--- src/rtl/alsu_pkg.sv ---
// Shared ALSU definitions: multiplier FSM encoding and iteration bound.
package alsu_pkg;

    // Multiplier control states; encoding 2'd3 is illegal and recovers to idle.
    typedef enum logic [1:0] {
        MUL_IDLE = 2'd0,
        MUL_RUN  = 2'd1,
        MUL_DONE = 2'd2
    } mul_state_t;

    // Counter value on the final shift-add iteration (four iterations total).
    localparam logic [1:0] ITER_LAST = 2'd3;

endpackage

--- src/rtl/seq_multiplier_4bit_if.sv ---
// Handshake and operand/result bundle between ALSU control and the multiplier.
interface seq_multiplier_4bit_if #(
    parameter int WIDTH = 4
);
    logic             start;
    logic [WIDTH-1:0] A;
    logic [WIDTH-1:0] B;
    logic             Sel;
    logic [WIDTH-1:0] Out;
    logic             busy;
    logic             done;

    modport master (
        output start, A, B, Sel,
        input  Out, busy, done
    );

    modport slave (
        input  start, A, B, Sel,
        output Out, busy, done
    );
endinterface

--- src/rtl/Mux_2_to_1_four_bits.sv ---
// Two-way selector for 4-bit values.
module Mux_2_to_1_four_bits (
    input  logic [3:0] in0,
    input  logic [3:0] in1,
    input  logic       sel,
    output logic [3:0] y
);
    // sel = 1 picks in1, otherwise in0.
    always_comb begin
        y = sel ? in1 : in0;
    end
endmodule

--- src/rtl/four_bit_adder.sv ---
// Unsigned 4-bit adder with carry-out.
module four_bit_adder (
    input  logic [3:0] a,
    input  logic [3:0] b,
    output logic [3:0] sum,
    output logic       cout
);
    // Five-bit sum split into carry and nibble.
    always_comb begin
        {cout, sum} = {1'b0, a} + {1'b0, b};
    end
endmodule

--- src/rtl/seq_multiplier_4bit.sv ---
// Sequential 4x4 unsigned shift-add multiplier. The 8-bit product is held
// between operations and read out one nibble at a time through Sel/Out.
module seq_multiplier_4bit
    import alsu_pkg::*;
#(
    parameter int WIDTH = 4
) (
    input  logic                 clk,
    input  logic                 rst_n,
    seq_multiplier_4bit_if.slave bus
);
    mul_state_t         state;
    logic [1:0]         cnt;
    logic [WIDTH-1:0]   mcand;
    logic [WIDTH-1:0]   p_hi;
    logic [WIDTH-1:0]   p_lo;
    logic [2*WIDTH-1:0] prod;
    logic               busy_r;
    logic               done_r;

    logic [WIDTH-1:0]   add_sum;
    logic               add_c;
    logic [WIDTH-1:0]   hi_sel;
    logic               c_sel;
    logic [WIDTH-1:0]   next_hi;
    logic [WIDTH-1:0]   next_lo;
    logic               accept;
    logic [WIDTH-1:0]   out_nib;

    four_bit_adder u_add (
        .a    (p_hi),
        .b    (mcand),
        .sum  (add_sum),
        .cout (add_c)
    );

    // One shift-add step: conditionally add the multiplicand, then shift {c, P_hi, P_lo} right.
    always_comb begin
        hi_sel  = p_lo[0] ? add_sum : p_hi;
        c_sel   = p_lo[0] & add_c;
        next_hi = {c_sel, hi_sel[WIDTH-1:1]};
        next_lo = {hi_sel[0], p_lo[WIDTH-1:1]};
        accept  = bus.start && ((state == MUL_IDLE) || (state == MUL_DONE));
    end

    // Control FSM, iteration counter, accumulator and product register.
    always_ff @(posedge clk) begin
        if (!rst_n) begin
            state  <= MUL_IDLE;
            cnt    <= 2'd0;
            mcand  <= '0;
            p_hi   <= '0;
            p_lo   <= '0;
            prod   <= '0;
            busy_r <= 1'b0;
            done_r <= 1'b0;
        end else if (accept) begin
            // New operation from IDLE or straight out of DONE.
            state  <= MUL_RUN;
            cnt    <= 2'd0;
            mcand  <= bus.A;
            p_hi   <= '0;
            p_lo   <= bus.B;
            busy_r <= 1'b1;
            done_r <= 1'b0;
        end else begin
            case (state)
                MUL_IDLE: begin
                    busy_r <= 1'b0;
                    done_r <= 1'b0;
                end
                MUL_RUN: begin
                    p_hi <= next_hi;
                    p_lo <= next_lo;
                    cnt  <= cnt + 2'd1;
                    if (cnt == ITER_LAST) begin
                        prod   <= {next_hi, next_lo};
                        state  <= MUL_DONE;
                        busy_r <= 1'b0;
                        done_r <= 1'b1;
                    end
                end
                MUL_DONE: begin
                    state  <= MUL_IDLE;
                    done_r <= 1'b0;
                end
                default: begin
                    state  <= MUL_IDLE;
                    busy_r <= 1'b0;
                    done_r <= 1'b0;
                end
            endcase
        end
    end

    Mux_2_to_1_four_bits u_mux (
        .in0 (prod[WIDTH-1:0]),
        .in1 (prod[2*WIDTH-1:WIDTH]),
        .sel (bus.Sel),
        .y   (out_nib)
    );

    assign bus.Out  = out_nib;
    assign bus.busy = busy_r;
    assign bus.done = done_r;
endmodule

--- src/flat_wrapper.sv ---
// flat-port wrapper written by rule: the top's interface ports become plain ports
module seq_multiplier_4bit_flat import alsu_pkg::*;
#(
    parameter int WIDTH = 4
)
  (clk, rst_n, bus_start, bus_A, bus_B, bus_Sel, bus_Out, bus_busy, bus_done);
  seq_multiplier_4bit_if #(.WIDTH(WIDTH)) bus_i ();
  input  logic clk;
  input  logic rst_n;
  input wire logic [$bits(bus_i.start)-1:0] bus_start;
  input wire logic [$bits(bus_i.A)-1:0] bus_A;
  input wire logic [$bits(bus_i.B)-1:0] bus_B;
  input wire logic [$bits(bus_i.Sel)-1:0] bus_Sel;
  output wire logic [$bits(bus_i.Out)-1:0] bus_Out;
  output wire logic [$bits(bus_i.busy)-1:0] bus_busy;
  output wire logic [$bits(bus_i.done)-1:0] bus_done;
  assign bus_i.start = bus_start;
  assign bus_i.A = bus_A;
  assign bus_i.B = bus_B;
  assign bus_i.Sel = bus_Sel;
  assign bus_Out = bus_i.Out;
  assign bus_busy = bus_i.busy;
  assign bus_done = bus_i.done;
  seq_multiplier_4bit #(.WIDTH(WIDTH)) u_core (.clk(clk), .rst_n(rst_n), .bus(bus_i));
endmodule
--- config.mk ---
export PLATFORM = sky130hd
export DESIGN_NAME = seq_multiplier_4bit_flat
export DESIGN_NICKNAME = d
export VERILOG_FILES = /design/src/rtl/alsu_pkg.sv /design/src/rtl/seq_multiplier_4bit_if.sv /design/src/rtl/Mux_2_to_1_four_bits.sv /design/src/rtl/four_bit_adder.sv /design/src/rtl/seq_multiplier_4bit.sv /design/src/flat_wrapper.sv
export SDC_FILE = /design/constraint.sdc
export NUM_CORES = 1
export LEC_CHECK = 0
export CAP_MARGIN = 20
export CORE_MARGIN = 2
export CORE_UTILIZATION = 56
export DETAILED_ROUTE_END_ITERATION = 7
export PLACE_DENSITY = 0.82
export REMOVE_ABC_BUFFERS = 1
export SLEW_MARGIN = 20
export SYNTH_ARGS = -nofsm -noshare
export SYNTH_HDL_FRONTEND = slang
export SYNTH_SLANG_ARGS = --single-unit
--- constraint.sdc ---
create_clock -name clk -period 3.6 [get_ports clk]
set_clock_uncertainty 0.05 [all_clocks]
set_input_delay 0.9 -clock clk [delete_from_list [all_inputs] [get_ports clk]]
set_output_delay 0.9 -clock clk [all_outputs]
set_load 0.01 [all_outputs]
* After elaboration in Yosys (flattened, before gate mapping)
Index checks and enable logic that the tools add are counted. W data, S select, Z words.
Word-level totals: register bits 26, output and inout bits 6, word-level logic and storage cells 43
Operators by class: $add $sub $neg 2, eq/ne operators 7, mux-type cells 10, bitwise gates (word level) 5, reduce and logical (&&, ||, !) cells 10
Operators by type and width (count):
- $mux W4 | 4
- $ne A2 B1 Y1 const B | 3
- $reduce_and A2 Y1 | 3
- $add A4 B4 Y5 | 1
- $eq A2 B2 Y1 const B | 2
- $not A1 Y1 | 4
- $pmux W2 S2 | 1
- $mux W1 | 3
- $ne A3 B1 Y1 const B | 1
- $reduce_and A3 Y1 | 1
- $reduce_or A3 Y1 | 1
- $add A2 B1 Y2 const B | 1
- $eq A2 B1 Y1 const B | 1
- $logic_not A2 Y1 | 1
- $mux W2 | 1
- $pmux W1 S2 | 1
- $reduce_bool A2 Y1 | 1
- $reduce_or A2 Y1 | 1
- $and A1 B1 Y1 | 1
- $logic_and A1 B1 Y1 | 1
- $logic_or A1 B1 Y1 | 1

* Longest topological paths before layout
Gate-level depths: netlist of the first run.
depth after elaboration 5, depth in mapped cells 6, gate-level depth less buffers 6

* Hierarchy
Synthesis of the first run repeated with hierarchy kept, for this count alone.
Second synthesis, totals: cell total of the unflattened synthesis 129, area, all modules 1263.7 um2
Modules (own cells, without submodules):
- seq_multiplier_4bit | times used 1, cells each 109, area each 1082.3 um2, sequential area each 520.5 um2
- four_bit_adder | times used 1, cells each 16, area each 136.4 um2, sequential area each 0.0 um2
- Mux_2_to_1_four_bits | times used 1, cells each 4, area each 45.0 um2, sequential area each 0.0 um2

* Worst setup path before layout of the first run
No wires, ideal clock.
path kind input -> output, start point in bus_Sel, end point out bus_Out[0], arrival 1.235 ns, slack 1.415 ns, cell stages on the path 1, path through mux2_2
Between the ends: cells in the longest elaborated chain, start to end 1
Ends and longest elaborated chain:
- start: declaration | line flat_wrapper.sv:13 | input wire logic [$bits(bus_i.Sel)-1:0] bus_Sel;
- $mux W4 | line Mux_2_to_1_four_bits.sv:10 | y = sel ? in1 : in0;
- end: declaration | line flat_wrapper.sv:14 | output wire logic [$bits(bus_i.Out)-1:0] bus_Out;
No other way between the ends.

* Final worst setup path of the first run
Same ends and word-level chain as after synthesis.

==> results.yml, run 1 <==
status:
  status: "completed"
power:
  clkPwrFrac_pct: 34.6
  p_sw_share_pct: 23.0
  power_leakage_nw: 0.591
  p_int_mw: 0.446
  p_sw_mw: 0.133
  power.share.combinational_pct: 11.7
  p_per_area_nw_per_um2: 404
  pwr-share-seq_pct: 53.7
  ir_drop_v: 0.000285
timing:
  fmaxAchievable_ghz: 0.308
  finalHoldViolations: 0
  slew_viol_final: 0
  finalCritPeriodShare_pct: 90.1
  rsz0062_at_grt: "no"
  holdWs_ns: 0.422
  maxSlewHeadroom_pct: 58.9
  fin_setup_tns_ns: 0
  tightest_slew_ns: 0.616
  finalSetupViolations: 0
  min_period_ns: 3.24
layout:
  area_growth_pct: 17.6
  num_antenna_cells: 0
  postLayoutCoreUtil_pct: 71.6
  final_cell_mix: "nand2_1, dfxtp_1, clkdlybuf4s50_1"
  fin_nets: 166
  fillers: 157
  register_area_sq_um: 520
  final_common_cell: "nand2_1"
  multi_input_area_sq_um: 644
  layout-drive-gt1-share_pct: 10.2
clock_tree:
  clockBufferDepth: 2
  clk_pin_slew_worst_paths_ns: 0.14
  cts_hold_buf: 0
  clock_sinks: 26
  htreeDepth: 1
  cts_root_buf: "clkbuf_4"
  cts_tree: "built"
  post_cts_resized: 0
  cts_setup_buffers: 0
  cts_made_buffers: 3
  insertion_delay_ns: 0.32
logic_synthesis:
  ys_ff_latch: 26
  syn_inst: 133
  yosys_warnings: 0
  yosysSeqAreaShare_pct: 42.7
  ys_types: 37
  synth_area_sq_um: 1220
  synth_area_per_cell_sq_um: 9.16
global_routing:
  grt_max_degree: 17
  antenna_found_initial: 0
  grt_pass1_wl_um: 4120
  grt_overflow: 0
  grt_pass1_vias: 892
  grtUsageTotal_pct: 21.6
setup_path:
  crit_type: "in2out"
  worst_setup_path_start_kind: "input pin"
  required_ns: 2.65
  endpoint_kind: "output port"
  worstPathArrival_ns: 2.29
  reg2reg_depth: 6
  crit_path_max_fanout: 4
place:
  hpwl_um: 1900
  gp_congestion: 0.842
  port-buffer-count: 17
drt:
  finalWirelength_um: 2520
  ant_nets: 0
  vias_per_cell: 5.72
  drc_errors: 0
  num_vias: 995
  avgRoutedWirePerCell_um: 14.5
  first_pass_iters: 4
  drtIter0Drc: 28
floorplan:
  die_w_um: 50.7
  core_sq_um: 2000
  initial_core_util_pct: 60.9
  die-area_sq_um: 2570
  die_h_um: 50.7
  io_pins: 18
  rows: 16
min_path:
  min_path_type: "reg2reg"
  holdPathStages: 2
job:
  max_cap_viol_count: 0
state kept, by name (all words and copies together) (netlist names):
name             count
u_core.prod          8
u_core.mcand         4
u_core.p_hi          4
u_core.p_lo          4
u_core.cnt           2
u_core.state         2
u_core.bus.busy      1
u_core.bus.done      1
cell families after synthesis:
group | synth area share, %
xor gates and xnor gates | 1.44
buffers and inverters | 4.41
AOI/OAI and AO/OA | 20.3
muxes | 5.34
adders and majority gates | 6.78
DFF | 42.7
and+or+nand+nor | 19.0
Yosys cell counts:
| library cell | n | area (sq um) |
|---|---|---|
| and2b_1 | 1 | 7.51 |
| nand4_1 | 1 | 6.26 |
| nor2_1 | 6 | 22.5 |
| o21a_1 | 1 | 7.51 |
| o211a_1 | 3 | 30.0 |
| dfxtp_1 | 26 | 521 |
| and3_1 | 1 | 6.26 |
| or3_1 | 1 | 6.26 |
| a211oi_1 | 1 | 7.51 |
| o21ai_0 | 3 | 15.0 |
| a21oi_1 | 3 | 15.0 |
| buf_2 | 4 | 20.0 |
| o221ai_1 | 2 | 17.5 |
| nand2b_1 | 3 | 18.8 |
| o21ai_2 | 2 | 17.5 |
| o31ai_1 | 1 | 7.51 |
| ha_1 | 5 | 62.6 |
| buf_6 | 1 | 11.3 |
| and2b_4 | 1 | 10.0 |
| xnor2_1 | 2 | 17.5 |
| mux2i_1 | 2 | 20.0 |
| nor2b_1 | 2 | 12.5 |
| buf_4 | 2 | 15.0 |
| nand2_1 | 27 | 101 |
| o211ai_1 | 4 | 30.0 |
| inv_2 | 1 | 3.75 |
| nand2_2 | 1 | 6.26 |
| mux2_2 | 4 | 45.0 |
| fa_1 | 1 | 20.0 |
| clkbuf_1 | 1 | 3.75 |
| a21boi_1 | 10 | 75.1 |
| and2_4 | 1 | 8.76 |
| nor3_1 | 2 | 10.0 |
| a21o_1 | 1 | 7.51 |
| o21ai_1 | 1 | 5.00 |
| nand3_1 | 3 | 15.0 |
| a31oi_1 | 2 | 12.5 |
cell type report:
cell class	count	share of cell area [%]
well taps	27	2.36
inverters	1	0.262
clock inverters	1	2.10
flip-flops and latches	26	36.3
multi-input cells	98	45.0
repair buffers	18	12.4
clock buffers	3	1.57
metal layers:
metal	routed length (um)	vias up	GRT usage, %
li1	-	493	-
met1	1150	473	27.3
met2	1230	24	36.6
met3	101	5	3.27
met4	42	0	8.56
met5	0	-	0
worst paths after layout:
path	start	to	slack (ns)
worst max-delay path	bus_Sel	bus_Out[0]	0.36
worst min-delay path	u_core.prod[5]	u_core.prod[5]	0.42
worst max register to register	u_core.p_hi[0]	u_core.p_hi[3]	1.83
worst min register to register	u_core.prod[5]	u_core.prod[5]	0.42
metrics by stage:
stage               cell area (sq um)  total power, mW  setup WS [ns]  instances
detailed placement               1380            0.385          0.353        170
finish                           1430            0.579          0.356        174
floorplan                        1170            0.354           1.41        125
CTS                              1430            0.582          0.358        174
global placement                 1380            0.380          0.400        170
global route                     1430            0.598          0.309        174
power by group through the flow:
stage / sequential, mW / clock [mW] / combinational [mW]
floorplan: 0.314 / 0 / 0.0394
global placement: 0.316 / 0 / 0.0645
detailed placement: 0.317 / 0 / 0.0680
CTS: 0.311 / 0.204 / 0.0679
global route: 0.312 / 0.212 / 0.0740
finish: 0.311 / 0.200 / 0.0679
critical path, cell delays in order:
cell and delay (ns):
clkdlybuf4s50_1 0.56, mux2_2 0.35, clkdlybuf4s50_1 0.48
No activity file was read; power rests on OpenSTA's default activity.
==> run 2, diff against run 1 <==
Settings changed: PLACE_DENSITY 0.82 to 0.81.
==> results.yml, run 2 (synthesis results as in run 1) <==
layout:
  final_common_cell: "nand2_1"
  top_register: "u_core.prod"
  final_cell_mix: "nand2_1, dfxtp_1, clkdlybuf4s50_1"
  fin_nets: 166
  layout-drive-gt1-share_pct: 9.59
  register_area_sq_um: 520
  fillers: 156
  multi_input_area_sq_um: 644
  num_antenna_cells: 0
  area_growth_pct: 15.1
  largest_register_ffs: 8
place:
  gp_congestion: 0.790
  hpwl_um: 1770
  dp_slack_ns: 0.364
  port-buffer-count: 17
timing:
  tightest_slew_ns: 0.572
  finalCritPeriodShare_pct: 89.7
  finalSetupViolations: 0
  min_period_ns: 3.23
  fin_setup_tns_ns: 0
  fmaxAchievable_ghz: 0.310
  slew_viol_final: 0
  setup_slack_ns: 0.371
  rsz0062_at_grt: "no"
  maxSlewHeadroom_pct: 61.8
  finalHoldViolations: 0
global_routing:
  grtUsageTotal_pct: 19.7
  grt_pass1_wl_um: 3810
  grt_overflow: 0
  gr-usage-met3_pct: 4.46
  gr-usage-met1_pct: 27.3
  use_met2_pct: 30.9
  grt_max_degree: 17
  antenna_found_initial: 0
  grt_pass1_vias: 831
  grt-busiest-layer: "met2"
clock_tree:
  cts_hold_buf: 0
  cts_made_buffers: 3
  clk_pin_slew_worst_paths_ns: 0.12
  htreeDepth: 1
  cts_root_buf: "clkbuf_4"
  post_cts_resized: 0
  clockBufferDepth: 2
  cts_tree: "built"
  clock_sinks: 26
  insertion_delay_ns: 0.31
  cts_setup_buffers: 0
setup_path:
  endpoint_kind: "output port"
  crit_type: "in2out"
  worstPathArrival_ns: 2.28
  worst_setup_path_start_kind: "input pin"
  required_ns: 2.65
  crit_path_max_fanout: 4
  reg2reg_slack_ns: 1.83
  reg2reg_depth: 6
  r2r_end: "u_core.p_hi[3]"
  rr_startpoint: "u_core.p_hi[0]"
power:
  p_sw_share_pct: 24.7
  p_per_area_nw_per_um2: 352
  clkPwrFrac_pct: 23.6
  p_int_mw: 0.372
  p_sw_mw: 0.122
  ir_drop_v: 0.000262
  pwr-share-seq_pct: 62.9
  power.share.combinational_pct: 13.5
  power_leakage_nw: 0.577
floorplan:
  die_h_um: 50.7
  initial_core_util_pct: 60.9
  io_pins: 18
  die-area_sq_um: 2570
  core_sq_um: 2000
  die_w_um: 50.7
  rows: 16
drt:
  finalWirelength_um: 2330
  num_vias: 950
  drtIter0Drc: 12
  vias_per_cell: 5.49
  ant_nets: 0
  first_pass_iters: 4
  drc_errors: 0
  avgRoutedWirePerCell_um: 13.5
min_path:
  hold_end: "u_core.prod[0]"
  min_path_type: "reg2reg"
  hold_start: "u_core.prod[0]"
  holdPathStages: 2
status:
  status: "completed"
job:
  max_cap_viol_count: 0
## run 2: stage by stage
stage                     power (mW)  hold WS [ns]  cell area, sq um  utilization (%)  std cells
after global routing           0.519         0.441              1400             70.1        173
after CTS                      0.498         0.416              1400             70.1        173
after global placement         0.380         0.398              1380             68.9        170
final                          0.494         0.413              1400             70.1        173
after detailed placement       0.384         0.398              1380             68.9        170
after floorplan                0.354         0.382              1170                -        125
## run 2: worst max path at each step
stage	startpoint	end	slack, ns
2_1_floorplan	bus_Sel	bus_Out[0]	1.41
3_3_place_gp	bus_Sel	bus_Out[3]	0.40
3_5_place_dp	bus_Sel	bus_Out[0]	0.36
4_1_cts	bus_Sel	bus_Out[0]	0.36
5_1_grt	bus_Sel	bus_Out[2]	0.35
6_report	bus_Sel	bus_Out[0]	0.37
## run 2: final cells by class
cell class,count,area share [%]
Clock buffer,3,1.61
Sequential cell,26,37.1
Tap cell,27,2.41
Timing Repair Buffer,18,12.7
Multi-Input combinational cell,98,45.9
Inverter,1,0.268
## run 2: worst max-delay path, stage by stage
cell,delay [ns]
clkdlybuf4s50_1,0.54
mux2_2,0.36
clkdlybuf4s50_1,0.48
## run 2: per-layer routing
layer / part of all wire, % / vias to the layer above
met2: 45 / 22
met1: 49 / 434
met4: 0.52 / 0
met3: 5.0 / 2
li1: - / 492
met5: 0 / -
## run 2: power by group through the flow
stage,Sequential (mW),Clock (mW),Combinational (mW)
final,0.311,0.117,0.0668
after global routing,0.313,0.133,0.0742
after CTS,0.311,0.120,0.0672
after detailed placement,0.317,0,0.0669
after global placement,0.316,0,0.0645
after floorplan,0.314,0,0.0394
